## config.mk

```make
export PLATFORM = sky130hd
export DESIGN_NAME = quiz_arbiter
export DESIGN_NICKNAME = d
export VERILOG_FILES = /design/src/rtl/quiz_pkg.sv /design/src/rtl/rr_arbiter.sv /design/src/rtl/quiz_arbiter.sv
export SDC_FILE = /design/constraint.sdc
export NUM_CORES = 1
export LEC_CHECK = 0
export ABC_AREA = 1
export CELL_PAD_IN_SITES_DETAIL_PLACEMENT = 0
export CELL_PAD_IN_SITES_GLOBAL_PLACEMENT = 1
export CORE_UTILIZATION = 40
export DETAILED_ROUTE_END_ITERATION = 10
export GPL_TIMING_DRIVEN = 1
export MAX_ROUTING_LAYER = met4
export PLACE_DENSITY = 0.77
export SKIP_CTS_REPAIR_TIMING = 1
export SYNTH_ARGS = -nofsm -noshare
export SYNTH_HDL_FRONTEND = slang
export SYNTH_SLANG_ARGS = --single-unit
```

## constraint.sdc

```tcl
create_clock -name clk -period 2.5 [get_ports clk]
set_clock_uncertainty 0.1 [all_clocks]
set_input_delay 0.75 -clock clk [delete_from_list [all_inputs] [get_ports clk]]
set_output_delay 0.75 -clock clk [all_outputs]
set_load 0.05 [all_outputs]
```

## src/rtl/quiz_pkg.sv

```systemverilog
// quiz_pkg: shared types and constants for the quiz buzzer round controller
// and the score/display datapath it feeds.
package quiz_pkg;

    // Number of contestants and the width of a contestant index.
    localparam int N_PLAYERS = 4;
    localparam int ID_W      = 2;

    // Round controller states.
    typedef enum logic [2:0] {
        IDLE,
        ARMED,
        LOCKED,
        SCORE,
        TIMEOUT
    } quiz_state_t;

    // Score-update command as seen by the score datapath:
    // we  - one-cycle update strobe
    // id  - contestant to update
    // dec - 1 = subtract one point, 0 = add one point
    typedef struct packed {
        logic            we;
        logic [ID_W-1:0] id;
        logic            dec;
    } score_cmd_t;

endpackage

```

## src/rtl/rr_arbiter.sv

```systemverilog
// rr_arbiter: rotating-priority arbiter. Grants one request per cycle
// (combinational one-hot grant plus index), searching from a registered
// pointer. The pointer moves to the slot after adv_id when advance is high.
module rr_arbiter
    import quiz_pkg::*;
#(
    parameter int N = N_PLAYERS,
    parameter int W = ID_W
) (
    input  logic         clk,
    input  logic         clr_n,
    input  logic [N-1:0] req,
    input  logic         advance,
    input  logic [W-1:0] adv_id,
    output logic [N-1:0] gnt,
    output logic [W-1:0] gnt_id
);

    logic [W-1:0] ptr;
    int unsigned  idx;
    logic         found;

    // First asserted request at or after the pointer, wrapping around.
    always_comb begin
        gnt    = '0;
        gnt_id = '0;
        found  = 1'b0;
        idx    = 0;
        for (int unsigned i = 0; i < N; i++) begin
            idx = (32'(ptr) + i) % N;
            if (!found && req[idx]) begin
                gnt[idx] = 1'b1;
                gnt_id   = W'(idx);
                found    = 1'b1;
            end
        end
    end

    // Pointer moves to the slot following the last winner.
    always_ff @(posedge clk or negedge clr_n) begin
        if (!clr_n) begin
            ptr <= '0;
        end else if (advance) begin
            ptr <= (adv_id == W'(N - 1)) ? '0 : adv_id + 1'b1;
        end
    end

endmodule

```

## src/rtl/quiz_arbiter.sv

```systemverilog
// quiz_arbiter: round controller for the four-contestant quiz buzzer.
// Synchronises buttons, grants one contestant per round with rotating
// priority, runs the answer countdown and buzzer, and issues one-cycle
// score-update commands.
// Optional feature: define QUIZ_FALSE_START_EN to compile in false-start
// (foul) detection; without it foul is tied to zero.
module quiz_arbiter
    import quiz_pkg::*;
#(
    parameter int N_PLAYERS  = 4,
    parameter int TICK_DIV   = 50_000_000,
    parameter int ANSWER_SEC = 15,
    parameter int BUZZ_CYC   = 12_500_000
) (
    input  logic                 clk,
    input  logic                 clr_n,
    input  logic                 start,
    input  logic [N_PLAYERS-1:0] buzz,
    input  logic                 judge_add,
    input  logic                 judge_sub,
    output logic                 winner_vld,
    output logic [ID_W-1:0]      winner_id,
    output logic [3:0]           cnt,
    output logic                 score_we,
    output logic [ID_W-1:0]      score_id,
    output logic                 score_dec,
    output logic                 buzzer_n,
    output logic [N_PLAYERS-1:0] foul
);

    localparam int          NR         = N_PLAYERS + 3;
    localparam int          PW         = $clog2(TICK_DIV + 1);
    localparam int          BW         = $clog2(BUZZ_CYC + 1);
    localparam logic [3:0]  CNT_LOAD   = 4'(ANSWER_SEC);
    localparam logic [PW-1:0] PRESC_MAX = PW'(TICK_DIV - 1);
    localparam logic [BW-1:0] BUZZ_LOAD = BW'(BUZZ_CYC - 1);

    quiz_state_t          state;
    score_cmd_t           cmd_q;
    logic [PW-1:0]        presc;
    logic [BW-1:0]        buzz_cnt;

    logic [NR-1:0]        raw, s1, s2, s3, edges;
    logic [N_PLAYERS-1:0] buzz_edge, elig, arb_req, arb_gnt;
    logic                 start_edge, add_edge, sub_edge;
    logic [ID_W-1:0]      arb_id;
    logic                 grant_fire, timeout_fire, buzz_req, arb_adv;

    assign raw        = {judge_sub, judge_add, start, buzz};
    assign edges      = s2 & ~s3;
    assign buzz_edge  = edges[N_PLAYERS-1:0];
    assign start_edge = edges[N_PLAYERS];
    assign add_edge   = edges[N_PLAYERS+1];
    assign sub_edge   = edges[N_PLAYERS+2];

    // Two-flop synchroniser plus one delay stage for rising-edge detection.
    always_ff @(posedge clk or negedge clr_n) begin
        if (!clr_n) begin
            s1 <= '0;
            s2 <= '0;
            s3 <= '0;
        end else begin
            s1 <= raw;
            s2 <= s1;
            s3 <= s2;
        end
    end

`ifdef QUIZ_FALSE_START_EN
    logic [N_PLAYERS-1:0] foul_q;
    logic                 leave_locked;

    assign leave_locked = (state == LOCKED) && ((cnt == '0) || add_edge || sub_edge);

    // Buzzes in IDLE mark a false start; flags clear once the round is decided.
    always_ff @(posedge clk or negedge clr_n) begin
        if (!clr_n) begin
            foul_q <= '0;
        end else if (state == IDLE) begin
            foul_q <= foul_q | buzz_edge;
        end else if (leave_locked) begin
            foul_q <= '0;
        end
    end

    assign foul = foul_q;
    assign elig = buzz_edge & ~foul_q;
`else
    assign foul = '0;
    assign elig = buzz_edge;
`endif

    assign arb_req      = (state == ARMED) ? elig : '0;
    assign grant_fire   = |arb_gnt;
    assign timeout_fire = (state == LOCKED) && (cnt == '0);
    assign buzz_req     = grant_fire || timeout_fire;
    assign arb_adv      = (state == SCORE) || (state == TIMEOUT);

    rr_arbiter #(
        .N (N_PLAYERS),
        .W (ID_W)
    ) u_rr_arbiter (
        .clk     (clk),
        .clr_n   (clr_n),
        .req     (arb_req),
        .advance (arb_adv),
        .adv_id  (winner_id),
        .gnt     (arb_gnt),
        .gnt_id  (arb_id)
    );

    // Round FSM with countdown prescaler and registered score command.
    always_ff @(posedge clk or negedge clr_n) begin
        if (!clr_n) begin
            state      <= IDLE;
            winner_vld <= 1'b0;
            winner_id  <= '0;
            cnt        <= CNT_LOAD;
            presc      <= '0;
            cmd_q      <= '0;
        end else begin
            cmd_q.we <= 1'b0;
            case (state)
                IDLE: begin
                    if (start_edge) state <= ARMED;
                end
                ARMED: begin
                    if (grant_fire) begin
                        state      <= LOCKED;
                        winner_vld <= 1'b1;
                        winner_id  <= arb_id;
                        cnt        <= CNT_LOAD;
                        presc      <= '0;
                    end
                end
                LOCKED: begin
                    if (cnt == '0) begin
                        state <= TIMEOUT;
                    end else if (add_edge) begin
                        state     <= SCORE;
                        cmd_q.dec <= 1'b0;
                    end else if (sub_edge) begin
                        state     <= SCORE;
                        cmd_q.dec <= 1'b1;
                    end else if (presc == PRESC_MAX) begin
                        presc <= '0;
                        cnt   <= cnt - 1'b1;
                    end else begin
                        presc <= presc + 1'b1;
                    end
                end
                SCORE: begin
                    cmd_q.we   <= 1'b1;
                    cmd_q.id   <= winner_id;
                    winner_vld <= 1'b0;
                    cnt        <= CNT_LOAD;
                    state      <= IDLE;
                end
                TIMEOUT: begin
                    winner_vld <= 1'b0;
                    cnt        <= CNT_LOAD;
                    state      <= IDLE;
                end
                default: state <= IDLE;
            endcase
        end
    end

    assign score_we  = cmd_q.we;
    assign score_id  = cmd_q.id;
    assign score_dec = cmd_q.dec;

    // Buzzer pulse timer; a new request restarts the full pulse length.
    always_ff @(posedge clk or negedge clr_n) begin
        if (!clr_n) begin
            buzz_cnt <= '0;
            buzzer_n <= 1'b1;
        end else if (buzz_req) begin
            buzz_cnt <= BUZZ_LOAD;
            buzzer_n <= 1'b0;
        end else if (buzz_cnt != '0) begin
            buzz_cnt <= buzz_cnt - 1'b1;
        end else begin
            buzzer_n <= 1'b1;
        end
    end

endmodule

```

==> results of run 1 <==
[worst paths after layout]
check	start	endpoint	slack [ns]	cells past startpoint
min in group asynchronous	clr_n	presc[3]	0.27	1
max in group asynchronous	clr_n	buzz_cnt[18]	1.45	2
hold reg to reg	s1[2]	s2[2]	0.25	0
setup / recovery	winner_id[0]	winner_id[0]	0.1	1
setup reg to reg	u_rr_arbiter.ptr[0]	presc[16]	0.17	9
hold / removal	s1[2]	s2[2]	0.25	0
[where the power goes]
group | internal [mW] | total (mW) | leakage, nW | switching (mW)
Sequential | 1.63 | 1.79 | 1.07 | 0.161
Clock | 0.819 | 1.44 | 0.152 | 0.621
Combinational | 0.972 | 2.77 | 1.36 | 1.80
Total | 3.42 | 6.00 | 2.58 | 2.58
[sequential cells by signal, summed over array words and instances (netlist names)]
register / flops
presc: 26
u_rr_arbiter.ptr: 2
score_dec: 1
s3: 7
buzzer_n: 1
buzz_cnt: 24
s1: 7
cnt: 4
score_we: 1
winner_vld: 1
score_id: 2
s2: 7
winner_id: 2
state: 3
[cells in the mapped netlist, drive strengths merged (3+ instances only)]
| library cell | count | area share (%) |
|---|---|---|
| a21oi | 8 | 0.81 |
| buf | 12 | 2.2 |
| clkbuf | 3 | 0.23 |
| dfrtp | 83 | 42 |
| dfstp | 5 | 2.7 |
| ha | 12 | 3.0 |
| inv | 68 | 5.3 |
| nand2 | 177 | 15 |
| nand3 | 55 | 6.2 |
| nand4 | 15 | 1.9 |
| nor2 | 83 | 7.0 |
| nor3 | 33 | 3.6 |
| nor4 | 3 | 0.38 |
| o21ai | 20 | 2.1 |
| or2 | 7 | 0.89 |
| xnor2 | 7 | 1.2 |
| xor2 | 21 | 3.7 |
[logic make-up after synthesis]
group,Yosys count
AOI/OAI and AO/OA,33
xor gates and xnor gates,28
adders and majority gates,12
buffers and inverters,83
DFF,88
other,1
and+or+nand+nor,377
[final cells by class]
type / instances / area (µm²)
clock buffer: 10 / 239
clock inverter: 6 / 75.1
fill: 1161 / 6280
inverter: 68 / 260
multi-input combinational: 455 / 2380
sequential: 88 / 2210
tap: 147 / 184
timing repair buffer: 40 / 385
[stage by stage]
stage	worst slack, ns	hold WS [ns]	power, mW
after detailed placement	0.0588	0.238	4.15
final	0.0970	0.252	6.00
after global routing	0.0118	0.260	6.37
after floorplan	0.212	0.231	3.70
after CTS	0.0456	0.254	5.60
after global placement	0.144	0.233	4.09
[layer usage]
metal	vias to the layer above	wire length [µm]	track usage (%)
met3	12	337	2.41
li1	2057	-	-
met4	0	199	7.63
met5	-	0	-
met2	59	5130	29.1
met1	1938	5460	25.1
==> impl_metrics.csv, run 1 <==
group,metric,value,unit
layout,final_common_cell,"nand2_1",
routing,antenna_left,0,
logic_synthesis,synth_cells,622,
logic_synthesis,ys_seq_area_share,44.8,%
logic_synthesis,synth_edf_count,0,
grt,grt_pass1_vias,3949,
power,powerDensity,1050,nW/µm²
routing,drt-total-wl,11.1,mm
floorplan,initial_core_util,41.0,%
layout,drive_above_1_share,13.9,%
run_status,status,"finished clean",
placement,placed_area,5310,µm²
layout,final_cell_mix,"nand2_1 (159), dfrtp_1 (83), nor2_1 (76)",
logic_synthesis,synthMuxAreaShare,0,%
logic_synthesis,yosysWarnings,0,
setup_path,required,1.65,ns
logic_synthesis,synthArstFlopShare,100,%
grt,track_usage,18.8,%
logic_synthesis,syn_avg_cell_area,7.92,µm²
power,irDropWorstVdd,0.380,mV
clocking,cts-root-buf,"clkbuf_16",
grt,antenna_found_initial,0,
layout,finalNonFillerCells,814,
worst_hold_path,holdCritPathClass,"register to register",
setup_path,slowest_stage,"clkdlybuf4s50_1",
timing,final_max_slew_viol_count,0,
timing,relSlewSlack,66.2,%
grt,grt_pass1_wl,18.6,mm
placement,place_congestion,0.895,
setup_path,max_stage_delay,0.82,ns
flow_run,maxCapViolations,0,
timing,finalHoldViolations,0,
logic_synthesis,synthFlopType,"dfrtp_1",
setup_path,cp_max_fo,4,
clocking,cts_max_level,3,
routing,wl_per_cell,13.7,µm
floorplan,ios,25,
floorplan,die-area,12800,µm²
timing,worst_slew_pin_slew,0.507,ns
layout,areaGrowthSynthToFinish,16.4,%
timing,period_minus_slack,2.40,ns
layout,num_antenna_cells,0,
layout,final_area,5740,µm²
setup_path,critical_path_class,"register to output pin",
setup_path,crit_chain,"clkdlybuf4s50_1",
timing,setup_tns,0,ns
floorplan,num_rows,40,
setup_path,critPathLaunchType,"register",
routing,drt_iter0_markers,214,
timing,period_share,96.1,%
layout,fin_util,47.8,%
clocking,numCtsBuffers,9,
floorplan,die_y,113,µm
logic_synthesis,synth-compound-area-share,3.66,%
logic_synthesis,synth.distinct_cells,42,
setup_path,cp.arrival,1.55,ns
routing,drc,0,
logic_synthesis,synth_top_family_by_area,"simple AND/OR/NAND/NOR gates",
grt,grt_max_degree,39,
logic_synthesis,yosys.area_share.simple,35.7,%
placement,dpl.cell_count,791,
setup_path,end_kind,"output pin",
grt,grt.overflow.total,0,
clocking,clk_path_buf_depth,2,
logic_synthesis,synth-adder-area-share,3.05,%
timing,clock.fmax,416,MHz
logic_synthesis,syn_area,4930,µm²
layout,final_nets,683,
routing,firstDrtPassIters,4,
logic_synthesis,yosys_register_bits,88,
setup_path,path_buf_inv,1,
timing,rsz0062_at_grt,"no",
setup_path,cp_top_family,"buffers and inverters",
timing,setup_viol,0,
routing,viasPerCell,5.00,
placement,io_buffers,20,
floorplan,core,12000,µm²
clocking,clk_latency,0.35,ns
clocking,cts_tree,"built",
power,p_leak,2.58,nW
floorplan,die_w,113,µm
routing,vias,4066,
clocking,cts.reportedPaths.clkPinSlew,0.07,ns
placement,hpwl,7.75,mm
logic_synthesis,yosys.area_share.xor_xnor,4.98,%
clocking,cts.sinks,88,
No activity file was read; power rests on OpenSTA's default activity.
==> run 2: changes to the inputs <==
--- a/config.mk
+++ b/config.mk
@@ -8,11 +8,11 @@
 export ABC_AREA = 1
 export CELL_PAD_IN_SITES_DETAIL_PLACEMENT = 0
 export CELL_PAD_IN_SITES_GLOBAL_PLACEMENT = 1
-export CORE_UTILIZATION = 40
+export CORE_UTILIZATION = 45
 export DETAILED_ROUTE_END_ITERATION = 10
 export GPL_TIMING_DRIVEN = 1
 export MAX_ROUTING_LAYER = met4
-export PLACE_DENSITY = 0.77
+export PLACE_DENSITY = 0.84
 export SKIP_CTS_REPAIR_TIMING = 1
 export SYNTH_ARGS = -nofsm -noshare
 export SYNTH_HDL_FRONTEND = slang
==> impl_metrics.csv, run 2 (synthesis gave the netlist of run 1 again) <==
group,metric,value,unit
layout,final_common_cell,"nand2_1",
placement,place_congestion,0.871,
timing,setup_tns,0,ns
clocking,clk_latency,0.37,ns
layout,top_regs,"presc (26), buzz_cnt (24)",
power,p_leak,2.53,nW
routing,wl_per_cell,13.2,µm
clocking,cts_tree,"built",
clocking,numCtsBuffers,9,
floorplan,die-area,11400,µm²
grt,grt_pass1_wl,17.6,mm
timing,holdWs,0.182,ns
power,powerDensity,995,nW/µm²
timing,final_max_slew_viol_count,0,
routing,drt_iter0_markers,316,
grt,grt.overflow.total,0,
floorplan,num_rows,37,
timing,period_share,97.7,%
layout,num_antenna_cells,0,
timing,worst_slew_pin_slew,0.558,ns
grt,grt_max_degree,34,
layout,drive_above_1_share,13.5,%
floorplan,core,10500,µm²
timing,relSlewSlack,62.5,%
setup_path,crit_chain,"clkdlybuf4s50_1",
timing,rsz0062_at_grt,"yes",
setup_path,end_kind,"output pin",
layout,regMostFlops,"presc",
placement,hpwl,7.69,mm
setup_path,critical_path_class,"register to output pin",
clocking,cts.sinks,88,
flow_run,maxCapViolations,0,
clocking,cts_max_level,3,
routing,antenna_left,0,
grt,track_usage,20.2,%
clocking,cts.reportedPaths.clkPinSlew,0.09,ns
grt,antenna_found_initial,0,
grt,grt_pass1_vias,3741,
routing,viasPerCell,5.01,
setup_path,cp_top_family,"buffers and inverters",
run_status,status,"finished clean",
layout,areaGrowthSynthToFinish,14.2,%
clocking,cts-root-buf,"clkbuf_8",
timing,finalHoldViolations,0,
timing,setup_viol,0,
routing,vias,4019,
setup_path,slowest_stage,"clkdlybuf4s50_1",
timing,period_minus_slack,2.44,ns
setup_path,critPathLaunchType,"register",
layout,largest_reg_flops,26,
floorplan,die_y,107,µm
setup_path,path_buf_inv,1,
layout,final_area,5630,µm²
routing,drt-total-wl,10.6,mm
setup_path,cp_max_fo,4,
floorplan,ios,25,
routing,drc,0,
timing,clock.fmax,410,MHz
placement,placed_area,5310,µm²
layout,final_cell_mix,"nand2_1 (159), dfrtp_1 (83), nor2_1 (76)",
worst_hold_path,holdCritPathClass,"input pin to async pin",
layout,final_nets,682,
power,irDropWorstVdd,0.689,mV
routing,firstDrtPassIters,4,
setup_path,cp.arrival,1.59,ns
clocking,clk_path_buf_depth,2,
setup_path,max_stage_delay,0.82,ns
setup_path,required,1.65,ns
placement,io_buffers,20,
floorplan,die_w,107,µm
power,power,5.60,mW
floorplan,initial_core_util,47.1,%
[run 2: cell count changes in the layout (fill, tap and decap cells not counted), sizes merged]
cell      delta
buf          -1
bufinv       +2
clkinv       -1
clkinvlp     +1
inv          -2
[run 2: stage by stage]
stage	setup WS, ns	cells	util [%]
global route	-0.00696	802	53.8
CTS	0.0421	796	53.0
detailed placement	0.0719	780	50.7
finish	0.0587	802	53.8
global placement	0.126	780	50.7
floorplan	0.212	625	-
[run 2: per-layer routing]
metal  vias to the layer above  wire [µm]  global-route usage [%]
li1                       2047          -                       -
met1                      1888       5220                    27.4
met2                        75       4890                    30.9
met3                         9        409                    4.01
met4                         0        100                    5.28
met5                         -          0                       -
[run 2: layout make-up]
class	count	area, µm²
inverter	68	260
sequential	88	2210
fill	997	4830
multi-input combinational	455	2380
tap	136	170
clock buffer	10	128
clock inverter	6	116
timing repair buffer	39	365
[run 2: where the power goes]
group	leakage, nW	switching, mW	internal, mW
logic	1.35	1.76	0.848
clock network	0.115	0.531	0.671
registers	1.07	0.159	1.63
total	2.53	2.45	3.15
[run 2: path summary, 6_finish.rpt]
kind                                      to  cells past startpoint           startpoint  slack (ns)
worst max register to register      presc[6]                      8  u_rr_arbiter.ptr[0]        0.16
worst min-delay path               presc[10]                      1                clr_n        0.18
min in group clk                       s2[6]                      0                s1[6]        0.26
worst min register to register         s2[6]                      0                s1[6]        0.26
max in group asynchronous             cnt[2]                      2                clr_n        1.55
worst max-delay path            winner_id[0]                      1         winner_id[0]        0.06
